## src/rtl/rr_arb4_sel.sv

```systemverilog
//==============================================================================
// Module   : rr_arb4_sel
// Brief    : 4-channel round-robin arbiter with a registered valid/ready output
//            stage. It drives the downstream 4:1 mux select.
//            Optional macro RR_ARB_LOCK_EN adds a 'lock' input for burst
//            re-grant to the previous winner.
// Revision : 1.0 - initial release
//==============================================================================
`default_nettype none

module rr_arb4_sel #(
    parameter int DW = 2
) (
    input  logic          clk,
    input  logic          rst,
    input  logic [3:0]    req,
    input  logic [DW-1:0] d0,
    input  logic [DW-1:0] d1,
    input  logic [DW-1:0] d2,
    input  logic [DW-1:0] d3,
`ifdef RR_ARB_LOCK_EN
    input  logic          lock,
`endif
    input  logic          out_ready,
    output logic [3:0]    gnt,
    output logic [1:0]    sel,
    output logic          out_valid,
    output logic [DW-1:0] out_data
);

    logic [1:0]    r_ptr;
    logic [1:0]    r_sel;
    logic          r_out_valid;
    logic [DW-1:0] r_out_data;
    logic          r_has_winner;

    logic          w_can_accept;
    logic          w_found;
    logic [1:0]    w_winner;
    logic          w_accept;
    logic          w_hold_ptr;
    logic [DW-1:0] w_win_data;

    assign w_can_accept = !r_out_valid || out_ready;

    always_comb begin
        logic [1:0] idx;
        idx        = '0;
        w_found    = 1'b0;
        w_winner   = '0;
        w_hold_ptr = 1'b0;
        // Scan from the priority pointer upward, wrapping 3 -> 0.
        for (int k = 0; k < 4; k++) begin
            idx = r_ptr + k[1:0];
            if (!w_found && req[idx]) begin
                w_found  = 1'b1;
                w_winner = idx;
            end
        end
`ifdef RR_ARB_LOCK_EN
        if (lock && r_has_winner && req[r_sel]) begin
            w_found    = 1'b1;
            w_winner   = r_sel;
            w_hold_ptr = 1'b1;
        end
`endif
    end

    assign w_accept = w_can_accept && w_found && !rst;
    assign gnt      = w_accept ? (4'b0001 << w_winner) : 4'b0000;

    always_comb begin
        case (w_winner)
            2'd0:    w_win_data = d0;
            2'd1:    w_win_data = d1;
            2'd2:    w_win_data = d2;
            default: w_win_data = d3;
        endcase
    end

    always_ff @(posedge clk) begin
        if (rst) begin
            r_ptr        <= '0;
            r_sel        <= '0;
            r_out_valid  <= 1'b0;
            r_out_data   <= '0;
            r_has_winner <= 1'b0;
        end else if (w_accept) begin
            r_out_data   <= w_win_data;
            r_sel        <= w_winner;
            r_out_valid  <= 1'b1;
            r_has_winner <= 1'b1;
            if (!w_hold_ptr) begin
                r_ptr <= w_winner + 2'd1;
            end
        end else if (r_out_valid && out_ready) begin
            r_out_valid <= 1'b0;
        end
    end

    assign sel       = r_sel;
    assign out_valid = r_out_valid;
    assign out_data  = r_out_data;

endmodule

`default_nettype wire

```

## config.mk

```make
export PLATFORM = sky130hd
export DESIGN_NAME = rr_arb4_sel
export DESIGN_NICKNAME = d
export VERILOG_FILES = /design/src/rtl/rr_arb4_sel.sv
export SDC_FILE = /design/constraint.sdc
export NUM_CORES = 1
export LEC_CHECK = 0
export BUFFER_PORTS_ARGS = -buffer_cell sky130_fd_sc_hd__buf_2
export CELL_PAD_IN_SITES_DETAIL_PLACEMENT = 2
export CELL_PAD_IN_SITES_GLOBAL_PLACEMENT = 2
export CORE_MARGIN = 4
export CORE_UTILIZATION = 26
export CTS_CLUSTER_DIAMETER = 40
export DETAILED_ROUTE_END_ITERATION = 10
export PLACE_DENSITY_LB_ADDON = 0.3
export SETUP_SLACK_MARGIN = 0.15
export SLEW_MARGIN = 15
export SYNTH_ARGS = -nofsm -noshare
export SYNTH_HDL_FRONTEND = slang
export SYNTH_SLANG_ARGS = --single-unit
```

## constraint.sdc

```tcl
create_clock -name clk -period 5.1 [get_ports clk]
set_input_delay 0.255 -clock clk [delete_from_list [all_inputs] [get_ports clk]]
set_output_delay 0.255 -clock clk [all_outputs]
set_load 0.05 [all_outputs]
```

==> impl_results.md, run 1 <==
* Post-Synth XOR/XNOR Area at 0
* Core area at about 1800 um2
* DR DRC count at 0
* # hold bufs at CTS at 0
* Clk pwr share at 0.180
* TritonRoute pass-1 iters at 4
* Status: complete, no violations
* Total Die Area at about 2800 um2
* Post-synth EDFFs at 0
* Psw at between 0.1 and 0.15 mW
* Post CTS Setup Buffer Count at 0
* Cts repair resizes at 0
* Post-Syn Nets at approximately 80
* Clk root buf: clkbuf_4
* Vias per inst at slightly below 5
* Crit path launch type: flop
* Worst reg2reg path depth at 8
* CTS tree: yes
* FF+latch count, synth at 7
* Final ANT Viol Nets at 0
* Worst Max-Slew Pin Slew at 0.742 ns
* Via count at about 540
* Crit path kind: reg -> out
* Post-Syn Area at 518 um2
* Yosys warns at 0
* Multiplexer area fraction after synthesis at 0
* Skew-Pair Late Insertion Delay at between 0.2 and 0.3 ns
* CP endpoint kind: output port
* Sequential share of power at 0.264
* P&R area growth vs syn at 30.2%
* Layout cells sized above 1 at 0.386
* Adder-Cell Fraction of Synth Area at 0.121
* Diode count at 0
* Comb power frac at 0.556
* Clk slew on worst S/H paths at ~0.06 ns
* I/O Pins at 24
* Max Cap Viol at 0
* Maximum root-to-sink buffer count at 2
* DIE WIDTH at 52.6 um
* Most frequent cells in the layout: 23 x buf_2, 7 x dfxtp_1, 5 x nand2_1, 5 x ha_1
* DRT iter0 DRCs at 6
* Sw Share at 0.481
* Syn Inst Count at 58
* Main combinational cell family by area after synthesis: simple AND/OR/NAND/NOR gates
* Pwr Density at 435 nW/um2
* Max incr delay on CP at around 0.52 ns
* Fill cells at ~220
* Slew HR at 0.503
* Slew Viols, Final at 0
* GRT Resource Usage Total at 0.130
* Largest net degree at the start of global routing at 13
* First-pass GRT wire length at 2630 um
* Unrepaired setup endpoints after global routing: no
* Crit-path slowest cell: o311ai_1
* Lkg Pwr at roughly 0.33 nW
* Initial antenna violation count at 0
* Vias in the first global route at roughly 570
* P_int at ~0.15 mW
* CTS buffer count at 3
* Period utilization at 0.458
* Clk sinks at 7
* Worst EP arrival at 2.08 ns
* Post-synth top flop: dfxtp_1
* Final setup viols at 0
* Final Critical Period at ~2.3 ns
* Worst min path class: in -> reg
* Starting density of the core at 0.288
* WP data required at 4.85 ns
* Routed len/inst at ~14 um
* Post-synth cell types at 26
* GPL Wtd Cong at 0.680
* Row count at 15
* Detailed Route WL at between 1500 and 2000 um
* Die height at between 50 and 60 um
* Most common cell after layout, fill and taps aside: buf_2
* Final Skew at about 0.0022 ns
* Crit path cell chain: inv_1, o311ai_1, or2_1, ha_1, and2_1, buf_2
* Simple logic cell fraction of the synthesized area at 0.307
* Mean post-synth cell area at between 8 and 9 um2
* Complex-gate fraction of the synthesized area at 0.249
* DPL Wire Length at 1140 um
* Post-synthesis sequential area ratio at 0.271
* H-tree depth at 1
* FFs w/ async S/R, synth at 0
* Power consumption at 0.293 mW
* Critical Path Fanout Max at 4
* Cells on Worst Hold Path at 2
* Final Hold Vio Count at 0
* Max rail drop VDD at approximately 0.23 mV
* Setup TNS at 0 ns
* GR Overflow Total at 0
* FMAX at around 0.43 GHz
* Fin nets at 104
* I/O Buffers at 23
## sequential cells by signal, summed over array words and instances (netlist names)
name / cells
out_valid: 1
out_data: 2
sel: 2
r_ptr: 2
## power groups by stage
| stage | combinational (mW) | clock (mW) | sequential, mW |
|---|---|---|---|
| 2_1_floorplan | 0.0987 | 0 | 0.103 |
| 3_3_place_gp | 0.160 | 0 | 0.0777 |
| 3_5_place_dp | 0.163 | 0 | 0.0788 |
| 4_1_cts | 0.166 | 0.0548 | 0.0777 |
| 5_1_grt | 0.181 | 0.0577 | 0.0795 |
| 6_report | 0.163 | 0.0529 | 0.0774 |
## final timing paths
path	start	slack, ns	endpoint
worst max-delay path	r_ptr[0]	2.77	gnt[2]
worst min register to register	out_data[1]	0.46	out_data[1]
worst max register to register	r_ptr[0]	3.02	out_data[1]
worst min-delay path	rst	0.29	out_data[1]
## routing by layer
metal | wire length [um] | GRT usage | part of all wire | vias up
met5 | 0 | 0 | 0 | -
met4 | 17 | 0.0255 | 0.011 | 0
met3 | 83 | 0.0484 | 0.055 | 2
met2 | 748 | 0.225 | 0.50 | 20
met1 | 652 | 0.151 | 0.43 | 258
li1 | - | - | - | 256
## worst max-delay path: cells and delay by family (launching register included)
kind / cells / cell delay [ns]
AOI/OAI and AO/OA: 1 / 0.52
adders and majority gates: 1 / 0.22
buffers and inverters: 2 / 0.35
DFF: 1 / 0.34
and+or+nand+nor: 2 / 0.39
## synth_stat cells (all sizes together) (2+ instances only)
master / number / share of area
dfxtp: 7 / 0.27
ha: 5 / 0.12
nand2: 5 / 0.036
a21oi: 4 / 0.053
and2: 4 / 0.048
nor2b: 4 / 0.048
a21o: 3 / 0.043
nand2b: 3 / 0.036
o21ai: 3 / 0.029
a222oi: 2 / 0.039
inv: 2 / 0.014
nor2: 2 / 0.014
nor3: 2 / 0.029
o211ai: 2 / 0.048
## layout make-up
type	instances	area (um2)	share of cell area
multi-input cells	46	350	0.519
flip-flops and latches	7	140	0.208
clock buffers	4	26.3	0.0390
repair buffers	23	115	0.171
well taps	25	31.3	0.0464
inverters	3	11.3	0.0167
## per-stage QoR
| stage | cell area (um2) | instances | hold WS [ns] | util | setup slack [ns] |
|---|---|---|---|---|---|
| 2_1_floorplan | 518 | 58 | 0.449 | - | 3.29 |
| 4_1_cts | 674 | 108 | 0.283 | 0.374 | 2.73 |
| 5_1_grt | 674 | 108 | 0.308 | 0.374 | 2.61 |
| 3_3_place_gp | 648 | 104 | 0.453 | 0.360 | 3.05 |
| 3_5_place_dp | 648 | 104 | 0.464 | 0.360 | 3.02 |
| 6_report | 674 | 108 | 0.289 | 0.374 | 2.77 |
## cells by family after synthesis
family / Yosys count
compound gates: 16
fa+ha+maj: 5
buf+inv: 5
flops: 7
simple gates: 25
No activity file was read; power rests on OpenSTA's default activity.
==> run 2: changes to the inputs <==
- ABC_AREA: not set -> 1
- CORE_UTILIZATION: 26 -> 21
- clock period: 5.1 -> 2.1 ns (I/O delays scaled with it)
==> impl_results.md, run 2 <==
* Status: finished with violations
* Failing checks: setup timing
* Most frequent cells in the layout: 26 x nand2_1, 19 x buf_2, 18 x nand2_2
* Area leader, netlist: nand2_1
* Mean post-synth cell area at 5.71 um2 (-36%)
* I/O Pins at 24 (unchanged)
* Clk slew on worst S/H paths at 0.07 ns (about the same)
* Storage cell area at 148 um2 (+5.4%)
* Final Critical Period at roughly 2.3 ns
* Final Skew at 0.00989 ns (+0.00768 ns)
* Post-Syn Area at 702 um2 (+36%)
* Detailed Route WL at 3660 um (+140%)
* Vias in the first global route at 1141 (+100%)
* Post-synth cell types at 18 (-31%)
* Unrepaired setup endpoints after global routing: yes
* DIE WIDTH at 65.8 um (+25%)
* Largest net degree at the start of global routing at 10 (-3)
* GRT Resource Usage Total at 0.174 (+0.0444)
* TritonRoute pass-1 iters at 4 (unchanged)
* Critical Path Fanout Max at 6 (+2)
* Most common cell after layout, fill and taps aside: nand2_1
* Routed len/inst at 17.3 um (+24%)
* Setup TNS at -0.783 ns (-0.783 ns)
* Worst Max-Slew Pin Slew at 0.234 ns (-0.508 ns)
* Vias per inst at 4.59 (-7.5%)
* Via count at 973 (+82%)
* DR DRC count at 0 (unchanged)
* Skew-Pair Late Insertion Delay at 0.26 ns (about the same)
* Post-synth top cells: 49 x nand2_1, 18 x inv_1, 11 x nor2_1
* Yosys warns at 0 (unchanged)
* Crit path kind: reg -> out
* Final Hold Vio Count at 0 (unchanged)
* Maximum root-to-sink buffer count at 2 (unchanged)
* Post-synth EDFFs at 0 (unchanged)
* DPL Wire Length at 2050 um (+81%)
* Area share of the largest cell type after synthesis at 0.262 (-0.00850)
* Syn Inst Count at 123 (+110%)
* DRT iter0 DRCs at 26 (+20)
* Clk root buf: clkbuf_4
* CP endpoint kind: output port
* Row count at 20 (+5)
* Core area at 3130 um2 (+74%)
* # hold bufs at CTS at 0 (unchanged)
* H-tree depth at 1 (unchanged)
* CTS buffer count at 3 (unchanged)
* Post-synth top flop: dfxtp_1
* WP data required at 2.00 ns (-2.85 ns)
* Post-synthesis sequential area ratio at 0.200 (-0.0709)
* Top cells by area, synth: nand2_1 26%, dfxtp_1 20%, inv_1 9.6%
* Layout cells sized above 1 at 0.631 (+0.245)
* FFs w/ async S/R, synth at 0 (unchanged)
* Initial antenna violation count at 0 (unchanged)
* I/O Buffers at 23 (unchanged)
* GPL Wtd Cong at 0.762 (+12%)
* Fill cells at 367 (+66%)
* Count leader, synth: nand2_1
* Diode count at 0 (unchanged)
* Final WS setup at -0.166 ns (-2.93 ns)
* Period utilization at 1.08
* Worst min path class: in -> reg
* Worst EP arrival at 2.16 ns (+0.08 ns)
* Crit path launch type: flop
* Multi-input gate area at 674 um2 (+93%)
* Clk sinks at 7 (unchanged)
* CTS tree: yes
* Total Die Area at 4330 um2 (+56%)
* Fin nets at 189 (+82%)
* Final ANT Viol Nets at 0 (unchanged)
* Final setup viols at 6 (+6)
* First-pass GRT wire length at 5650 um (+120%)
* Post-Syn Nets at 143 (+83%)
* Max Cap Viol at 0 (unchanged)
* Starting density of the core at 0.224 (-0.0631)
* Slew HR at 0.843 (+0.340)
* GR Overflow Total at 0 (unchanged)
* Slew Viols, Final at 0 (unchanged)
* FF+latch count, synth at 7 (unchanged)
* Die height at 65.8 um (+25%)
* FMAX at between 0.4 and 0.5 GHz
* P&R area growth vs syn at 89.7%
[run 2: per-layer routing]
metal  global-route usage  vias up  share of wire
li1                     -      465              -
met1                0.176      469           0.38
met2                0.339       27           0.54
met3               0.0204       12          0.027
met4               0.0959        0          0.048
met5                    0        -              0
[run 2: area by class of cell]
type	instances	area share
inverters	21	0.0780
repair buffers	41	0.237
flip-flops and latches	7	0.111
multi-input cells	94	0.507
repair inverters	1	0.00658
clock buffers	4	0.0197
well taps	44	0.0414
[run 2: what timing repair did]
item / 4_1_cts / 5_1_grt
setup endpoints to repair: 6 / 8
pin swaps: 10 / 12
setup buffers: 10 / 3
endpoints found under the hold margin: 0 / 0
gates resized for setup: 61 / 22
cloned: 2 / 0
[run 2: cell families (layout without fill, tap and decap cells)]
kind of cell / Yosys count / count (layout) / synth area share
adders and majority gates: 5 / 5 / 0.0891
and+or+nand+nor: 81 / 81 / 0.512
buffers and inverters: 22 / 67 / 0.139
AOI/OAI and AO/OA: 8 / 8 / 0.0606
DFF: 7 / 7 / 0.200
[run 2: path summary, 6_finish.rpt]
path	startpoint	end	slack (ns)	cells after the start
worst max-delay path	r_ptr[0]	gnt[1]	-0.17	12
worst min-delay path	rst	sel[0]	0.06	2
worst max register to register	r_ptr[0]	out_data[0]	-0.13	20
worst min register to register	sel[0]	sel[0]	0.47	2
[run 2: worst max-delay path: stages, from the launching register on]
cell	delay, ns
dfxtp_4	0.39
buf_12	0.15
nand2_1	0.09
nand3_2	0.11
nand2_2	0.09
nor2_4	0.17
nand4_1	0.17
nand2_4	0.15
buf_6	0.12
ha_4	0.16
inv_4	0.04
nor2_4	0.10
buf_6	0.16
[run 2: through the flow]
step                setup slack [ns]  hold WS, ns   util  instance area, um2  std cells
finish                        -0.166       0.0579  0.426                1330        212
global route                  -0.293       0.0604  0.426                1330        212
CTS                          -0.0595       0.0441  0.397                1240        209
detailed placement            -0.125        0.319  0.292                 913        193
global placement            -0.00278        0.319  0.292                 913        193
floorplan                      0.178        0.174      -                 712        123
Power of run 2 is not shown: default switching activity piles up to over one toggle a cycle in this logic, so the estimate is an artifact.
